## src/rtl/sgd_seq_pkg.sv

```systemverilog
// Shared types and constants for the SGD training sequencer.
package sgd_seq_pkg;

  // Default datapath latency from the last osip input to a valid gradient at op_sgd.
  localparam int unsigned PIPE_LAT_DEF = 2;

  typedef enum logic [2:0] {
    StIdle,
    StDot,
    StDrain,
    StUpdate,
    StNext,
    StDone
  } seq_state_e;

  // Index width for a SIZE-entry vector; never narrower than one bit.
  function automatic int unsigned idx_w(int unsigned size);
    return (size > 1) ? $clog2(size) : 1;
  endfunction

endpackage

```

## src/rtl/sgd_sequencer_if.sv

```systemverilog
// Control/status bundle between the SGD sequencer and its host/datapath.
// Optional perf counters appear when SGD_SEQ_PERF_EN is defined.
interface sgd_sequencer_if
  import sgd_seq_pkg::*;
#(
  parameter int unsigned SIZE     = 16,
  parameter int unsigned SAMPLE_W = 16,
  parameter int unsigned EPOCH_W  = 8
);

  localparam int unsigned IDX_W = idx_w(SIZE);

  logic                start;
  logic [SAMPLE_W-1:0] num_samples;
  logic [EPOCH_W-1:0]  num_epochs;
  logic                mem_ready;
  logic                busy;
  logic                done;
  logic [SAMPLE_W-1:0] sample_idx;
  logic [IDX_W-1:0]    elem_idx;
  logic                rd_en;
  logic                acc_clr;
  logic                grad_latch;
  logic                w_wr_en;
`ifdef SGD_SEQ_PERF_EN
  logic [31:0]         cycle_cnt;
  logic [31:0]         stall_cnt;

  modport master (
    output start, num_samples, num_epochs, mem_ready,
    input  busy, done, sample_idx, elem_idx, rd_en, acc_clr, grad_latch, w_wr_en,
    input  cycle_cnt, stall_cnt
  );

  modport slave (
    input  start, num_samples, num_epochs, mem_ready,
    output busy, done, sample_idx, elem_idx, rd_en, acc_clr, grad_latch, w_wr_en,
    output cycle_cnt, stall_cnt
  );
`else
  modport master (
    output start, num_samples, num_epochs, mem_ready,
    input  busy, done, sample_idx, elem_idx, rd_en, acc_clr, grad_latch, w_wr_en
  );

  modport slave (
    input  start, num_samples, num_epochs, mem_ready,
    output busy, done, sample_idx, elem_idx, rd_en, acc_clr, grad_latch, w_wr_en
  );
`endif

endinterface

```

## src/rtl/sgd_seq_cnt.sv

```systemverilog
// Wrap counter: counts 0..max on en, wraps to 0 after max; clr has priority.
module sgd_seq_cnt #(
  parameter int unsigned W = 4
) (
  input  logic         clk,
  input  logic         rst,
  input  logic         en,
  input  logic         clr,
  input  logic [W-1:0] max,
  output logic [W-1:0] cnt,
  output logic         last
);

  logic [W-1:0] cnt_q;

  // Count register with synchronous clear and wrap at max.
  always_ff @(posedge clk or posedge rst) begin
    if (rst) begin
      cnt_q <= '0;
    end else if (clr) begin
      cnt_q <= '0;
    end else if (en) begin
      cnt_q <= last ? '0 : cnt_q + 1'b1;
    end
  end

  assign cnt  = cnt_q;
  assign last = (cnt_q == max);

endmodule

```

## src/rtl/sgd_sequencer.sv

```systemverilog
// SGD training-run sequencer: per sample streams SIZE dot-product reads, drains the
// datapath pipeline, then streams SIZE weight write-backs; repeats over samples/epochs.
// Define SGD_SEQ_PERF_EN to add the cycle_cnt/stall_cnt performance counters.
module sgd_sequencer
  import sgd_seq_pkg::*;
#(
  parameter int unsigned SIZE     = 16,
  parameter int unsigned PIPE_LAT = PIPE_LAT_DEF,
  parameter int unsigned SAMPLE_W = 16,
  parameter int unsigned EPOCH_W  = 8
) (
  input logic             clk,
  input logic             rst,
  sgd_sequencer_if.slave  bus
);

  localparam int unsigned IDX_W = idx_w(SIZE);
  localparam int unsigned DRN_W = idx_w(PIPE_LAT);

  localparam logic [IDX_W-1:0] ElemMax  = IDX_W'(SIZE - 1);
  localparam logic [DRN_W-1:0] DrainMax = DRN_W'(PIPE_LAT - 1);

  seq_state_e state_q, state_d;

  logic [SAMPLE_W-1:0] num_samples_q;
  logic [EPOCH_W-1:0]  num_epochs_q;

  logic                accept;
  logic                busy;
  logic                rd_en;
  logic                wr_en;
  logic [IDX_W-1:0]    elem_cnt;
  logic                elem_last;
  logic [DRN_W-1:0]    drain_cnt;
  logic                drain_last;
  logic [SAMPLE_W-1:0] sample_cnt;
  logic                sample_last;
  logic [EPOCH_W-1:0]  epoch_cnt;
  logic                epoch_last;
  logic                unused_cnt;

  assign accept = (state_q == StIdle) && bus.start;
  assign busy   = (state_q != StIdle);
  // Strobes are decoded from registered state; mem_ready gates them in the same cycle so a
  // low ready stalls the stream without losing an element.
  assign rd_en  = (state_q == StDot) && bus.mem_ready;
  assign wr_en  = (state_q == StUpdate) && bus.mem_ready;

  // Element index shared by the read and write-back streams.
  sgd_seq_cnt #(.W(IDX_W)) u_elem_cnt (
    .clk  (clk),
    .rst  (rst),
    .en   (rd_en | wr_en),
    .clr  (accept),
    .max  (ElemMax),
    .cnt  (elem_cnt),
    .last (elem_last)
  );

  sgd_seq_cnt #(.W(DRN_W)) u_drain_cnt (
    .clk  (clk),
    .rst  (rst),
    .en   (state_q == StDrain),
    .clr  (accept),
    .max  (DrainMax),
    .cnt  (drain_cnt),
    .last (drain_last)
  );

  sgd_seq_cnt #(.W(SAMPLE_W)) u_sample_cnt (
    .clk  (clk),
    .rst  (rst),
    .en   (state_q == StNext),
    .clr  (accept),
    .max  (num_samples_q - SAMPLE_W'(1)),
    .cnt  (sample_cnt),
    .last (sample_last)
  );

  sgd_seq_cnt #(.W(EPOCH_W)) u_epoch_cnt (
    .clk  (clk),
    .rst  (rst),
    .en   ((state_q == StNext) && sample_last),
    .clr  (accept),
    .max  (num_epochs_q - EPOCH_W'(1)),
    .cnt  (epoch_cnt),
    .last (epoch_last)
  );

  // Only the wrap flags of the drain and epoch counters are needed.
  assign unused_cnt = ^{drain_cnt, epoch_cnt};

  // State register.
  always_ff @(posedge clk or posedge rst) begin
    if (rst) begin
      state_q <= StIdle;
    end else begin
      state_q <= state_d;
    end
  end

  // Run parameters are captured once; later changes on the inputs are ignored.
  always_ff @(posedge clk or posedge rst) begin
    if (rst) begin
      num_samples_q <= '0;
      num_epochs_q  <= '0;
    end else if (accept) begin
      num_samples_q <= bus.num_samples;
      num_epochs_q  <= bus.num_epochs;
    end
  end

  // Next-state decode.
  always_comb begin
    state_d = state_q;
    unique case (state_q)
      StIdle: begin
        if (bus.start) begin
          if ((bus.num_samples == '0) || (bus.num_epochs == '0)) begin
            state_d = StDone;
          end else begin
            state_d = StDot;
          end
        end
      end
      StDot:    if (rd_en && elem_last) state_d = StDrain;
      StDrain:  if (drain_last) state_d = StUpdate;
      StUpdate: if (wr_en && elem_last) state_d = StNext;
      StNext:   state_d = (sample_last && epoch_last) ? StDone : StDot;
      StDone:   state_d = StIdle;
      default:  state_d = StIdle;
    endcase
  end

  assign bus.busy       = busy;
  assign bus.done       = (state_q == StDone);
  assign bus.sample_idx = sample_cnt;
  assign bus.elem_idx   = elem_cnt;
  assign bus.rd_en      = rd_en;
  assign bus.acc_clr    = rd_en && (elem_cnt == '0);
  assign bus.grad_latch = (state_q == StDrain) && drain_last;
  assign bus.w_wr_en    = wr_en;

`ifdef SGD_SEQ_PERF_EN
  logic [31:0] cycle_cnt_q;
  logic [31:0] stall_cnt_q;
  logic        stalled;

  assign stalled = ((state_q == StDot) || (state_q == StUpdate)) && !bus.mem_ready;

  // Saturating busy-cycle and stall-cycle counters, cleared when a run is accepted.
  always_ff @(posedge clk or posedge rst) begin
    if (rst) begin
      cycle_cnt_q <= '0;
      stall_cnt_q <= '0;
    end else if (accept) begin
      cycle_cnt_q <= '0;
      stall_cnt_q <= '0;
    end else begin
      if (busy && (cycle_cnt_q != '1)) cycle_cnt_q <= cycle_cnt_q + 32'd1;
      if (stalled && (stall_cnt_q != '1)) stall_cnt_q <= stall_cnt_q + 32'd1;
    end
  end

  assign bus.cycle_cnt = cycle_cnt_q;
  assign bus.stall_cnt = stall_cnt_q;
`endif

endmodule

```

## src/flat_wrapper.sv

```systemverilog
// flat-port wrapper written by rule: the top's interface ports become plain ports
module sgd_sequencer_flat import sgd_seq_pkg::*;
#(
  parameter int unsigned SIZE     = 16,
  parameter int unsigned PIPE_LAT = PIPE_LAT_DEF,
  parameter int unsigned SAMPLE_W = 16,
  parameter int unsigned EPOCH_W  = 8
)
  (clk, rst, bus_start, bus_num_samples, bus_num_epochs, bus_mem_ready, bus_busy, bus_done, bus_sample_idx, bus_elem_idx, bus_rd_en, bus_acc_clr, bus_grad_latch, bus_w_wr_en);
  sgd_sequencer_if #(.SIZE(SIZE), .SAMPLE_W(SAMPLE_W), .EPOCH_W(EPOCH_W)) bus_i ();
  input logic clk;
  input logic rst;
  input wire logic [$bits(bus_i.start)-1:0] bus_start;
  input wire logic [$bits(bus_i.num_samples)-1:0] bus_num_samples;
  input wire logic [$bits(bus_i.num_epochs)-1:0] bus_num_epochs;
  input wire logic [$bits(bus_i.mem_ready)-1:0] bus_mem_ready;
  output wire logic [$bits(bus_i.busy)-1:0] bus_busy;
  output wire logic [$bits(bus_i.done)-1:0] bus_done;
  output wire logic [$bits(bus_i.sample_idx)-1:0] bus_sample_idx;
  output wire logic [$bits(bus_i.elem_idx)-1:0] bus_elem_idx;
  output wire logic [$bits(bus_i.rd_en)-1:0] bus_rd_en;
  output wire logic [$bits(bus_i.acc_clr)-1:0] bus_acc_clr;
  output wire logic [$bits(bus_i.grad_latch)-1:0] bus_grad_latch;
  output wire logic [$bits(bus_i.w_wr_en)-1:0] bus_w_wr_en;
  assign bus_i.start = bus_start;
  assign bus_i.num_samples = bus_num_samples;
  assign bus_i.num_epochs = bus_num_epochs;
  assign bus_i.mem_ready = bus_mem_ready;
  assign bus_busy = bus_i.busy;
  assign bus_done = bus_i.done;
  assign bus_sample_idx = bus_i.sample_idx;
  assign bus_elem_idx = bus_i.elem_idx;
  assign bus_rd_en = bus_i.rd_en;
  assign bus_acc_clr = bus_i.acc_clr;
  assign bus_grad_latch = bus_i.grad_latch;
  assign bus_w_wr_en = bus_i.w_wr_en;
  sgd_sequencer #(.SIZE(SIZE), .PIPE_LAT(PIPE_LAT), .SAMPLE_W(SAMPLE_W), .EPOCH_W(EPOCH_W)) u_core (.clk(clk), .rst(rst), .bus(bus_i));
endmodule
```

## config.mk

```make
export PLATFORM = sky130hd
export DESIGN_NAME = sgd_sequencer_flat
export DESIGN_NICKNAME = d
export VERILOG_FILES = /design/src/rtl/sgd_seq_pkg.sv /design/src/rtl/sgd_sequencer_if.sv /design/src/rtl/sgd_seq_cnt.sv /design/src/rtl/sgd_sequencer.sv /design/src/flat_wrapper.sv
export SDC_FILE = /design/constraint.sdc
export NUM_CORES = 1
export LEC_CHECK = 0
export BUFFER_PORTS_ARGS = -buffer_cell sky130_fd_sc_hd__buf_2
export CAP_MARGIN = 15
export CORE_UTILIZATION = 57
export DETAILED_ROUTE_END_ITERATION = 7
export HOLD_SLACK_MARGIN = 0.15
export PLACE_DENSITY = 0.81
export SETUP_SLACK_MARGIN = 0.3
export SYNTH_ARGS = -nofsm -noshare
export SYNTH_HDL_FRONTEND = slang
export SYNTH_SLANG_ARGS = --single-unit
export TNS_END_PERCENT = 5
```

## constraint.sdc

```tcl
create_clock -name clk -period 4.53 [get_ports clk]
set_clock_uncertainty 0.15 [all_clocks]
set_input_delay 0.906 -clock clk [delete_from_list [all_inputs] [get_ports clk]]
set_output_delay 0.906 -clock clk [all_outputs]
set_load 0.05 [all_outputs]
```

## Word-level counts from Yosys, hierarchy flattened

Cells that the tools add are included.

| storage, ports and cells | value |
|---|---|
| flip-flop bits (word level) | 56 |
| bits of input ports | 28 |
| output and inout port bits | 26 |
| word-level logic and storage cells | 65 |

| operators by class | value |
|---|---|
| $add $sub $neg | 6 |
| equal/unequal tests | 12 |
| muxes and demuxes | 19 |
| bitwise gates (word level) | 1 |
| reductions and logical operators | 20 |

Operators with widths:

| kind | count |
|---|---|
| $mux W16 | 3 |
| $mux W8 | 3 |
| $mux W3 | 6 |
| $add A16 B1 Y16 const B | 1 |
| $eq A16 B16 Y1 | 1 |
| $logic_not A16 Y1 | 1 |
| $sub A16 B1 Y16 const B | 1 |
| $pmux W3 S5 | 1 |
| $mux W4 | 3 |
| $logic_and A1 B1 Y1 | 9 |
| $add A8 B1 Y8 const B | 1 |
| $eq A8 B8 Y1 | 1 |
| $logic_not A8 Y1 | 1 |
| $reduce_bool A2 Y1 | 4 |
| $sub A8 B1 Y8 const B | 1 |
| $eq A3 B2 Y1 const B | 2 |
| $eq A3 B3 Y1 const B | 2 |
| $ne A2 B2 Y1 const B | 3 |
| $add A4 B1 Y4 const B | 1 |
| $eq A4 B4 Y1 const B | 1 |
| $logic_not A4 Y1 | 1 |
| $reduce_and A4 Y1 | 1 |
| $eq A3 B1 Y1 const B | 1 |
| $logic_not A3 Y1 | 1 |
| other kinds (6) | 8 |

## Depth between registers and ports, before layout

Gate-level depths: netlist of run 1.

| logic depth | value |
|---|---|
| depth after elaboration | 5 |
| depth in mapped cells | 13 |
| mapped depth without buffers | 10 |

## Modules after synthesis

From an unflattened synthesis of run 1, not the netlist that was laid out.

| second synthesis, totals | value |
|---|---|
| cell total of the unflattened synthesis | 348 |
| area total of the unflattened synthesis | 3583.4 µm² |

Modules (own cells, without submodules):

| module | times used | cells each | area each (µm²) | sequential area each (µm²) |
|---|---|---|---|---|
| sgd_sequencer | 1 | 157 | 1571.5 | 675.6 |
| sgd_seq_cnt (u_core.u_sample_cnt) | 1 | 107 | 1127.3 | 400.4 |
| sgd_seq_cnt (u_core.u_epoch_cnt) | 1 | 51 | 541.8 | 200.2 |
| sgd_seq_cnt (u_core.u_elem_cnt) | 1 | 27 | 284.0 | 100.1 |
| sgd_seq_cnt (u_core.u_drain_cnt) | 1 | 6 | 58.8 | 25.0 |

## Least setup slack after synthesis of run 1

No wires, ideal clock.

| timing path | value |
|---|---|
| path type | input to output |
| start | input port bus_mem_ready |
| end | output port bus_acc_clr |
| arrival | 2551 ps |
| data required time | 3474 ps |
| setup slack | 923 ps |
| stages | 4 |
| path buffers | 0 |
| cells stage by stage | nand2_1 > or2_2 > nor2_1 > and3_1 |

| between the ends | value |
|---|---|
| longest elaborated chain between the ends | 2 |

RTL lines:

| what | line | RTL |
|---|---|---|
| start, declared | flat_wrapper.sv:16 | `input wire logic [$bits(bus_i.mem_ready)-1:0] bus_mem_ready;` |
| $logic_and A1 B1 Y1 | sgd_sequencer.sv:46 | `assign rd_en = (state_q == StDot) && bus.mem_ready;` |
| net bus_rd_en | flat_wrapper.sv:21 | `output wire logic [$bits(bus_i.rd_en)-1:0] bus_rd_en;` |
| $logic_and A1 B1 Y1 | sgd_sequencer.sv:140 | `assign bus.acc_clr = rd_en && (elem_cnt == '0);` |
| end, declared | flat_wrapper.sv:22 | `output wire logic [$bits(bus_i.acc_clr)-1:0] bus_acc_clr;` |

The timed path passes the listed nets, and every way through them passes these cells.

## Worst setup path after layout of run 1

| timing path | value |
|---|---|
| start | register u_core.num_samples_q[0] |
| end | register u_core.u_epoch_cnt.cnt_q[7] (netlist: u_core.u_epoch_cnt.cnt[7]) |

| between the ends | value |
|---|---|
| longest elaborated chain between the ends | 4 |

RTL lines:

| what | line | RTL |
|---|---|---|
| start, declared | sgd_sequencer.sv:25 | `logic [SAMPLE_W-1:0] num_samples_q;` |
| start signal, assigned | sgd_sequencer.sv:108 | `num_samples_q <= bus.num_samples;` |
| $sub A16 B1 Y16 | sgd_sequencer.sv:75 | `.max (num_samples_q - SAMPLE_W'(1)),` |
| $eq A16 B16 Y1 | sgd_seq_cnt.sv:28 | `assign last = (cnt_q == max);` |
| $logic_and A1 B1 Y1 | sgd_sequencer.sv:83 | `.en ((state_q == StNext) && sample_last),` |
| $reduce_bool A2 Y1 (no source line) | - |  |
| end signal, assigned | sgd_seq_cnt.sv:23 | `cnt_q <= last ? '0 : cnt_q + 1'b1;` |
| end, declared | sgd_seq_cnt.sv:14 | `logic [W-1:0] cnt_q;` |

No other way between the ends.
A chain may end at the register's enable or synchronous reset.

==> results of run 1 <==
report_power, final:
part           switching [mW]  internal [mW]  total, mW
Clock                   0.157          0.137      0.294
Combinational           0.651          0.417       1.07
Sequential              0.246          0.650      0.896
Total                    1.05           1.20       2.26
worst reg2reg max path: stages (launching register included):
cell and delay (ns):
dfrtp_1 0.46, inv_1 0.10, ha_1 0.22, or3b_2 0.57
or4_1 0.54, a32oi_1 0.20, nand4_1 0.18, or3_1 0.53
or4_1 0.50, o21ai_1 0.09
area by class of cell:
type	count	area (µm²)	area share [%]
Clock buffer	7	96.34	2.430
Sequential cell	56	1401	35.34
Multi-Input combinational cell	341	2029	51.18
Timing Repair Buffer	56	295.3	7.447
Inverter	13	48.80	1.231
Tap cell	75	93.84	2.367
per-stage QoR:
step	setup slack (ns)	instances
global route	0.7778	548
CTS	0.9881	547
floorplan	0.9235	432
detailed placement	1.025	540
global placement	1.083	540
finish	0.9181	548
cells in the mapped netlist, drive strengths merged, types with 2 or more instances:
| cell | count | area share (%) |
|---|---|---|
| nand2 | 89 | 9.4 |
| dfrtp | 56 | 39 |
| o21ai | 28 | 3.9 |
| nor2 | 22 | 2.3 |
| clkbuf | 20 | 2.1 |
| xnor2 | 16 | 3.9 |
| a21oi | 15 | 2.1 |
| and3 | 15 | 2.6 |
| nor4 | 15 | 2.6 |
| xor2 | 14 | 3.4 |
| inv | 13 | 1.4 |
| nand3 | 12 | 1.7 |
| a21o | 8 | 1.7 |
| nand2b | 8 | 1.6 |
| nor3 | 7 | 0.98 |
| or4 | 7 | 1.5 |
| ha | 6 | 2.1 |
| nand4 | 6 | 1.1 |
| nor3b | 6 | 1.3 |
| o21a | 6 | 1.3 |
| or3 | 5 | 0.88 |
| nand3b | 4 | 0.84 |
| nor2b | 4 | 0.70 |
| o211ai | 4 | 0.84 |
| or2 | 4 | 0.70 |
| and4 | 3 | 0.74 |
| mux2i | 3 | 0.84 |
| o31ai | 3 | 0.63 |
| a31oi | 2 | 0.35 |
| a32oi | 2 | 0.49 |
| and2 | 2 | 0.35 |
| buf | 2 | 0.25 |
| o22ai | 2 | 0.35 |
| o2bb2ai | 2 | 0.49 |
| o311ai | 2 | 0.49 |
| o31a | 2 | 0.49 |
| o41ai | 2 | 0.49 |
worst min-delay path by stage:
stage,cells after the start,endpoint,slack [ns],startpoint
floorplan,2,u_core.num_epochs_q[6]$_DFFE_PP0P_,0.31,u_core.num_epochs_q[6]$_DFFE_PP0P_
global placement,2,u_core.num_epochs_q[7]$_DFFE_PP0P_,0.33,u_core.num_epochs_q[7]$_DFFE_PP0P_
detailed placement,2,u_core.num_epochs_q[6]$_DFFE_PP0P_,0.35,u_core.num_epochs_q[6]$_DFFE_PP0P_
CTS,1,u_core.u_drain_cnt.cnt$_DFFE_PP0P_,0.37,u_core.u_drain_cnt.cnt$_DFFE_PP0P_
global route,1,u_core.u_drain_cnt.cnt$_DFFE_PP0P_,0.40,u_core.u_drain_cnt.cnt$_DFFE_PP0P_
finish,2,u_core.num_samples_q[15]$_DFFE_PP0P_,0.37,u_core.num_samples_q[15]$_DFFE_PP0P_
cells in the final DEF, fill, tap and decap left out, types with 4 or more instances in the layout:
cell / synthesis / final
nor2b_1: 4 / 4
nand3_1: 12 / 12
a21oi_1: 15 / 15
and3_1: 15 / 15
buf_2: 1 / 53
inv_1: 13 / 12
a21o_1: 8 / 8
o21ai_0: 26 / 25
ha_1: 6 / 6
dfrtp_1: 56 / 56
nor3_1: 7 / 7
nand3b_1: 4 / 4
clkbuf_8: 0 / 7
or3_1: 5 / 5
xnor2_1: 16 / 16
nand2b_1: 7 / 7
nand4_1: 6 / 6
nor2_1: 22 / 22
xor2_1: 14 / 14
o21a_1: 6 / 6
or4_1: 7 / 7
nand2_1: 89 / 89
nor4_1: 15 / 15
nor3b_1: 6 / 6
o211ai_1: 4 / 4
cell families (layout without fill, tap and decap cells):
kind of cell               Yosys count  after routing  share of synthesized area, %
DFF                                 56             56                         39.31
buffers and inverters               35             76                         3.755
xor gates and xnor gates            30             30                         7.371
AOI/OAI and AO/OA                   89             89                         16.32
muxes                                3              3                        0.8424
adders and majority gates            6              6                         2.106
and+or+nand+nor                    213            213                         30.29
per-layer routing:
layer  GRT usage (%)  vias up
li1                -     1621
met1           39.09     1615
met2           44.20      108
met3           3.933        4
met4           6.250        0
met5               0        -
flip-flops by register name (all words and copies together) (netlist names):
| signal | cells |
|---|---|
| u_core.num_samples_q | 16 |
| u_core.u_sample_cnt.cnt | 16 |
| u_core.num_epochs_q | 8 |
| u_core.u_epoch_cnt.cnt | 8 |
| u_core.u_elem_cnt.cnt | 4 |
| u_core.state_q | 3 |
| u_core.u_drain_cnt.cnt | 1 |
==> metrics.log, run 1 <==
INFO  metric cp.buffers_inverters = 1
INFO  metric antenna_found_initial = 0
INFO  metric post-route-util = 66.19%
INFO  metric fin_worst_hold_slack = 0.3727 ns
INFO  metric drv.max_cap_violation_count = 0
INFO  metric worst_r2r_path_depth = 9
INFO  metric rrSetupSlack = 0.92 ns
INFO  metric critical-path-slowest-cell = or3b_2
INFO  metric fin_crit = 3.612 ns
INFO  metric grt_first_pass_wirelength = 13980 µm
INFO  metric fmaxAchievable = 276.9 MHz
INFO  metric min-delay-path-class = reg -> reg
INFO  metric worst_slew_pin_slew = 0.9372 ns
INFO  metric met1_length = 4205 µm
INFO  metric run_status = finished, final reports clean
INFO  metric worstSetupEndpoint = u_core.u_epoch_cnt.cnt[7]$_DFFE_PP0P_
INFO  metric crit_path_max_incr_delay = 0.57 ns
INFO  metric fillers = 513
INFO  metric rsz0062_at_grt = no
INFO  metric cp.depth = 9
INFO  metric detailed_place_hpwl = 6451 µm
INFO  metric critical_path.endpoint_type = flip-flop
INFO  metric postSynthCellCount = 432
INFO  metric path_class = reg -> reg
INFO  metric tns_setup = 0 ns
INFO  metric avgViaCountPerCell = 6.109
INFO  metric grt_use_total = 27.49%
INFO  metric drt_iter0_drc = 208
INFO  metric layout_cells_sized_above_1 = 15.01%
INFO  metric synth.ff_latch_count = 56
INFO  metric cellLeakagePower = 1.894 nW
INFO  metric syn_avg_cell_area = 8.252 µm²
INFO  metric critPathRequiredTime = 4.61 ns
INFO  metric synthDistinctLibCells = 57
INFO  metric clock_tree_from_tritoncts = done
INFO  metric dieHeight = 81.08 µm
INFO  metric cts_resized = 0
INFO  metric post_synth_instance_area = 3565 µm²
INFO  metric power.total = 2.258 mW
INFO  metric drt-wirelength-per-cell = 15.83 µm
INFO  metric cp-startpoint = u_core.num_samples_q[0]$_DFFE_PP0P_
INFO  metric worstPathCellList = inv_1 > ha_1 > or3b_2 > or4_1 > a32oi_1 > nand4_1 > or3_1 > or4_1 > o21ai_1
INFO  metric r2r-end = u_core.u_epoch_cnt.cnt[7]$_DFFE_PP0P_
INFO  metric dieWidth = 81.08 µm
INFO  metric clk-insertion-delay-late = 0.31 ns
INFO  metric clk_pin_slew = 0.10 ns
INFO  metric cts.sink_count = 56
INFO  metric met3_length = 435 µm
INFO  metric reg2reg_from = u_core.num_samples_q[0]$_DFFE_PP0P_
INFO  metric ctsHoldBuffers = 0
INFO  metric top_level_ports = 54
INFO  metric drt_pre_antenna_iters = 5
INFO  metric max-clock-path-buffers = 2
INFO  metric drv_slew = 0
INFO  metric routability_congestion = 0.9352
INFO  metric ir_worst_vdd = 0.4212 mV
INFO  metric yosys_warnings = 0
INFO  metric core-area = 5991 µm²
INFO  metric worst_setup_path_start_kind = flip-flop
INFO  metric cts_buffers = 5
INFO  metric initial_utilization = 59.50%
INFO  metric setup_viol = 0
INFO  metric portBuffers = 53
INFO  metric power_per_cell_area = 569.6 nW/µm²
INFO  metric ant_nets = 0
INFO  metric clk_root_buffer_cell = clkbuf_8
INFO  metric via_count = 3348
INFO  metric worst-endpoint-arrival = 3.69 ns
INFO  metric h-tree-depth = 2
INFO  metric crit_top_cell = or4_1
INFO  metric postSynthNetCount = 466
INFO  metric synth_flop_cell = dfrtp_1
INFO  metric antenna_cells = 0
INFO  metric layout-area-overhead-vs-synth = 11.23%
INFO  metric rel_slew_slack = 37.37%
INFO  metric fin_crit_sh = 79.73%
INFO  metric grt_max_degree = 36
INFO  metric timing.critical_path.max_delay_family = simple AND/OR/NAND/NOR gates
INFO  metric finalInstanceArea = 3965 µm²
INFO  metric first_global_vias = 3027
INFO  metric postRouteWirelength = 8677 µm
INFO  metric crit_path_max_fanout = 8
INFO  metric gr-total-overflow = 0
INFO  metric synth_seq_area_share = 39.31%
INFO  metric post-cts-setup-buffer-count = 0
INFO  metric cell_area_placed = 3854 µm²
INFO  metric design.final.nets = 507
INFO  metric finalHoldViolCount = 0
INFO  metric wl_met2 = 3984 µm
INFO  metric routed.top_layer = met4
INFO  metric fp.dieArea = 6574 µm²
INFO  metric rows = 28
INFO  metric synth_enable_flop_cells = 0
INFO  metric ys_async_sr_fraction = 100.0%
INFO  metric post-route-drc-count = 0
(Power assumes the default switching activity.)
==> run 2: changes to the inputs <==
==> constraint.sdc (replaced) <==
create_clock -name clk -period 3.41 [get_ports clk]
set_clock_uncertainty 0.15 [all_clocks]
set_input_delay 0.682 -clock clk [delete_from_list [all_inputs] [get_ports clk]]
set_output_delay 0.682 -clock clk [all_outputs]
set_load 0.05 [all_outputs]
==> metrics.log, run 2 (same netlist as run 1, synthesis figures left out) <==
INFO  metric most-common-layout-cells = nand2_1, buf_2, dfrtp_1, o21ai_0, nor2_1
INFO  metric fin_worst_hold_slack = 0.2001 ns
INFO  metric core-area = 5991 µm²
INFO  metric drt-wirelength-per-cell = 16.21 µm
INFO  metric place_worst_setup_slack = 0.1587 ns
INFO  metric rows = 28
INFO  metric fmaxAchievable = 317.0 MHz
INFO  metric post-route-util = 68.21%
INFO  metric worst-endpoint-arrival = 3.24 ns
INFO  metric cts_buffers = 5
INFO  metric clk-insertion-delay-late = 0.31 ns
INFO  metric drv_slew = 0
INFO  metric max-clock-path-buffers = 2
INFO  metric layout-area-overhead-vs-synth = 14.64%
INFO  metric portBuffers = 53
INFO  metric post-route-drc-count = 0
INFO  metric layout_cells_sized_above_1 = 19.29%
INFO  metric antenna_cells = 0
INFO  metric setup_viol = 0
INFO  metric run_status = finished, final reports clean
INFO  metric top_level_ports = 54
INFO  metric critical_path.endpoint_type = flip-flop
INFO  metric routability_congestion = 1.033
INFO  metric min-delay-path-class = in -> async
INFO  metric initial_utilization = 59.50%
INFO  metric fin_crit_sh = 92.52%
INFO  metric dieWidth = 81.08 µm
INFO  metric first_global_vias = 3044
INFO  metric grt_use_total = 28.84%
INFO  metric detailed_place_hpwl = 6567 µm
INFO  metric clock_tree_from_tritoncts = done
INFO  metric via_count = 3356
INFO  metric drt_pre_antenna_iters = 5
INFO  metric layout.cells.most_common = nand2_1
INFO  metric gr-total-overflow = 0
INFO  metric dieHeight = 81.08 µm
INFO  metric finalHoldViolCount = 0
INFO  metric drv.max_cap_violation_count = 0
INFO  metric avgViaCountPerCell = 6.025
INFO  metric ant_nets = 0
INFO  metric worst_setup_path_start_kind = flip-flop
INFO  metric grt_max_degree = 38
INFO  metric grt_first_pass_wirelength = 14570 µm
INFO  metric crit_path_max_fanout = 7
INFO  metric rel_slew_slack = 39.37%
INFO  metric design.final.nets = 515
INFO  metric path_class = reg -> reg
INFO  metric h-tree-depth = 2
INFO  metric ir_worst_vdd = 0.5965 mV
INFO  metric antenna_found_initial = 0
INFO  metric clk_pin_slew = 0.10 ns
INFO  metric fin_crit = 3.155 ns
INFO  metric cellLeakagePower = 1.946 nW
INFO  metric clk_root_buffer_cell = clkbuf_8
INFO  metric power_per_cell_area = 765.9 nW/µm²
INFO  metric worst_slew_pin_slew = 0.9073 ns
INFO  metric postRouteWirelength = 9027 µm
INFO  metric finalWorstSetupSlack = 0.2552 ns
INFO  metric cts.sink_count = 56
INFO  metric drt_iter0_drc = 194
INFO  metric rsz0062_at_grt = yes
INFO  metric fp.dieArea = 6574 µm²
INFO  metric tns_setup = 0 ns
INFO  metric critPathRequiredTime = 3.50 ns
==> run 2: report_power, final <==
part           switching, mW  internal [mW]  total [mW]
combinational          0.934          0.638        1.57
sequential             0.309          0.868        1.18
clock                  0.219          0.163       0.382
total                   1.46           1.67        3.13
==> run 2: layout make-up <==
cell class	instances	area, µm²
Multi-Input combinational cell	341	2086
Sequential cell	56	1405
Fill cell	498	1904
Inverter	13	48.80
Tap cell	75	93.84
Timing Repair Buffer	64	360.3
Clock inverter	2	10.01
Clock buffer	6	82.58
==> run 2: what timing repair did <==
item                       4_1_cts  5_1_grt
setup endpoints to repair       10       17
pin swaps                        0        2
hold buffers                     0        0
resized for setup                2       13
setup buffers                    0        3
==> run 2: path summary, 6_finish.rpt <==
| check | from | to | slack [ns] | depth (start not counted) |
|---|---|---|---|---|
| setup / recovery | u_core.num_samples_q[1]$_DFFE_PP0P_ | u_core.u_epoch_cnt.cnt[7]$_DFFE_PP0P_ | 0.26 | 9 |
| hold / removal | rst | u_core.num_epochs_q[7]$_DFFE_PP0P_ | 0.20 | 2 |
| setup reg to reg | u_core.num_samples_q[1]$_DFFE_PP0P_ | u_core.u_epoch_cnt.cnt[7]$_DFFE_PP0P_ | 0.26 | 9 |
| hold reg to reg | u_core.num_epochs_q[7]$_DFFE_PP0P_ | u_core.num_epochs_q[7]$_DFFE_PP0P_ | 0.38 | 2 |
| max in group asynchronous | rst | u_core.num_samples_q[0]$_DFFE_PP0P_ | 2.06 | 3 |
| min in group clk | u_core.num_epochs_q[7]$_DFFE_PP0P_ | u_core.num_epochs_q[7]$_DFFE_PP0P_ | 0.38 | 2 |
==> run 2: metal layers <==
layer | global-route usage (%) | wire length [µm] | vias up
met1 | 40.47 | 4106 | 1576
li1 | - | - | 1633
met4 | 7.857 | 136 | 0
met3 | 4.719 | 544 | 15
met5 | 0 | 0 | -
met2 | 45.97 | 4238 | 132
==> run 2: critical path, stage by stage, from the launching register on <==
cell and delay (ns):
dfrtp_2 0.46, inv_2 0.09, ha_4 0.16, or3b_4 0.43
or4_1 0.41, a32oi_1 0.22, nand4_1 0.21, or3_4 0.44
or4_1 0.41, o21ai_1 0.09
==> run 2: per-stage QoR <==
step	std cells	power, mW	cell area, µm²
global route	557	3.354	4086
finish	557	3.130	4086
detailed placement	546	2.634	3916
CTS	554	3.021	4013
floorplan	432	2.268	3580
global placement	546	2.579	3916
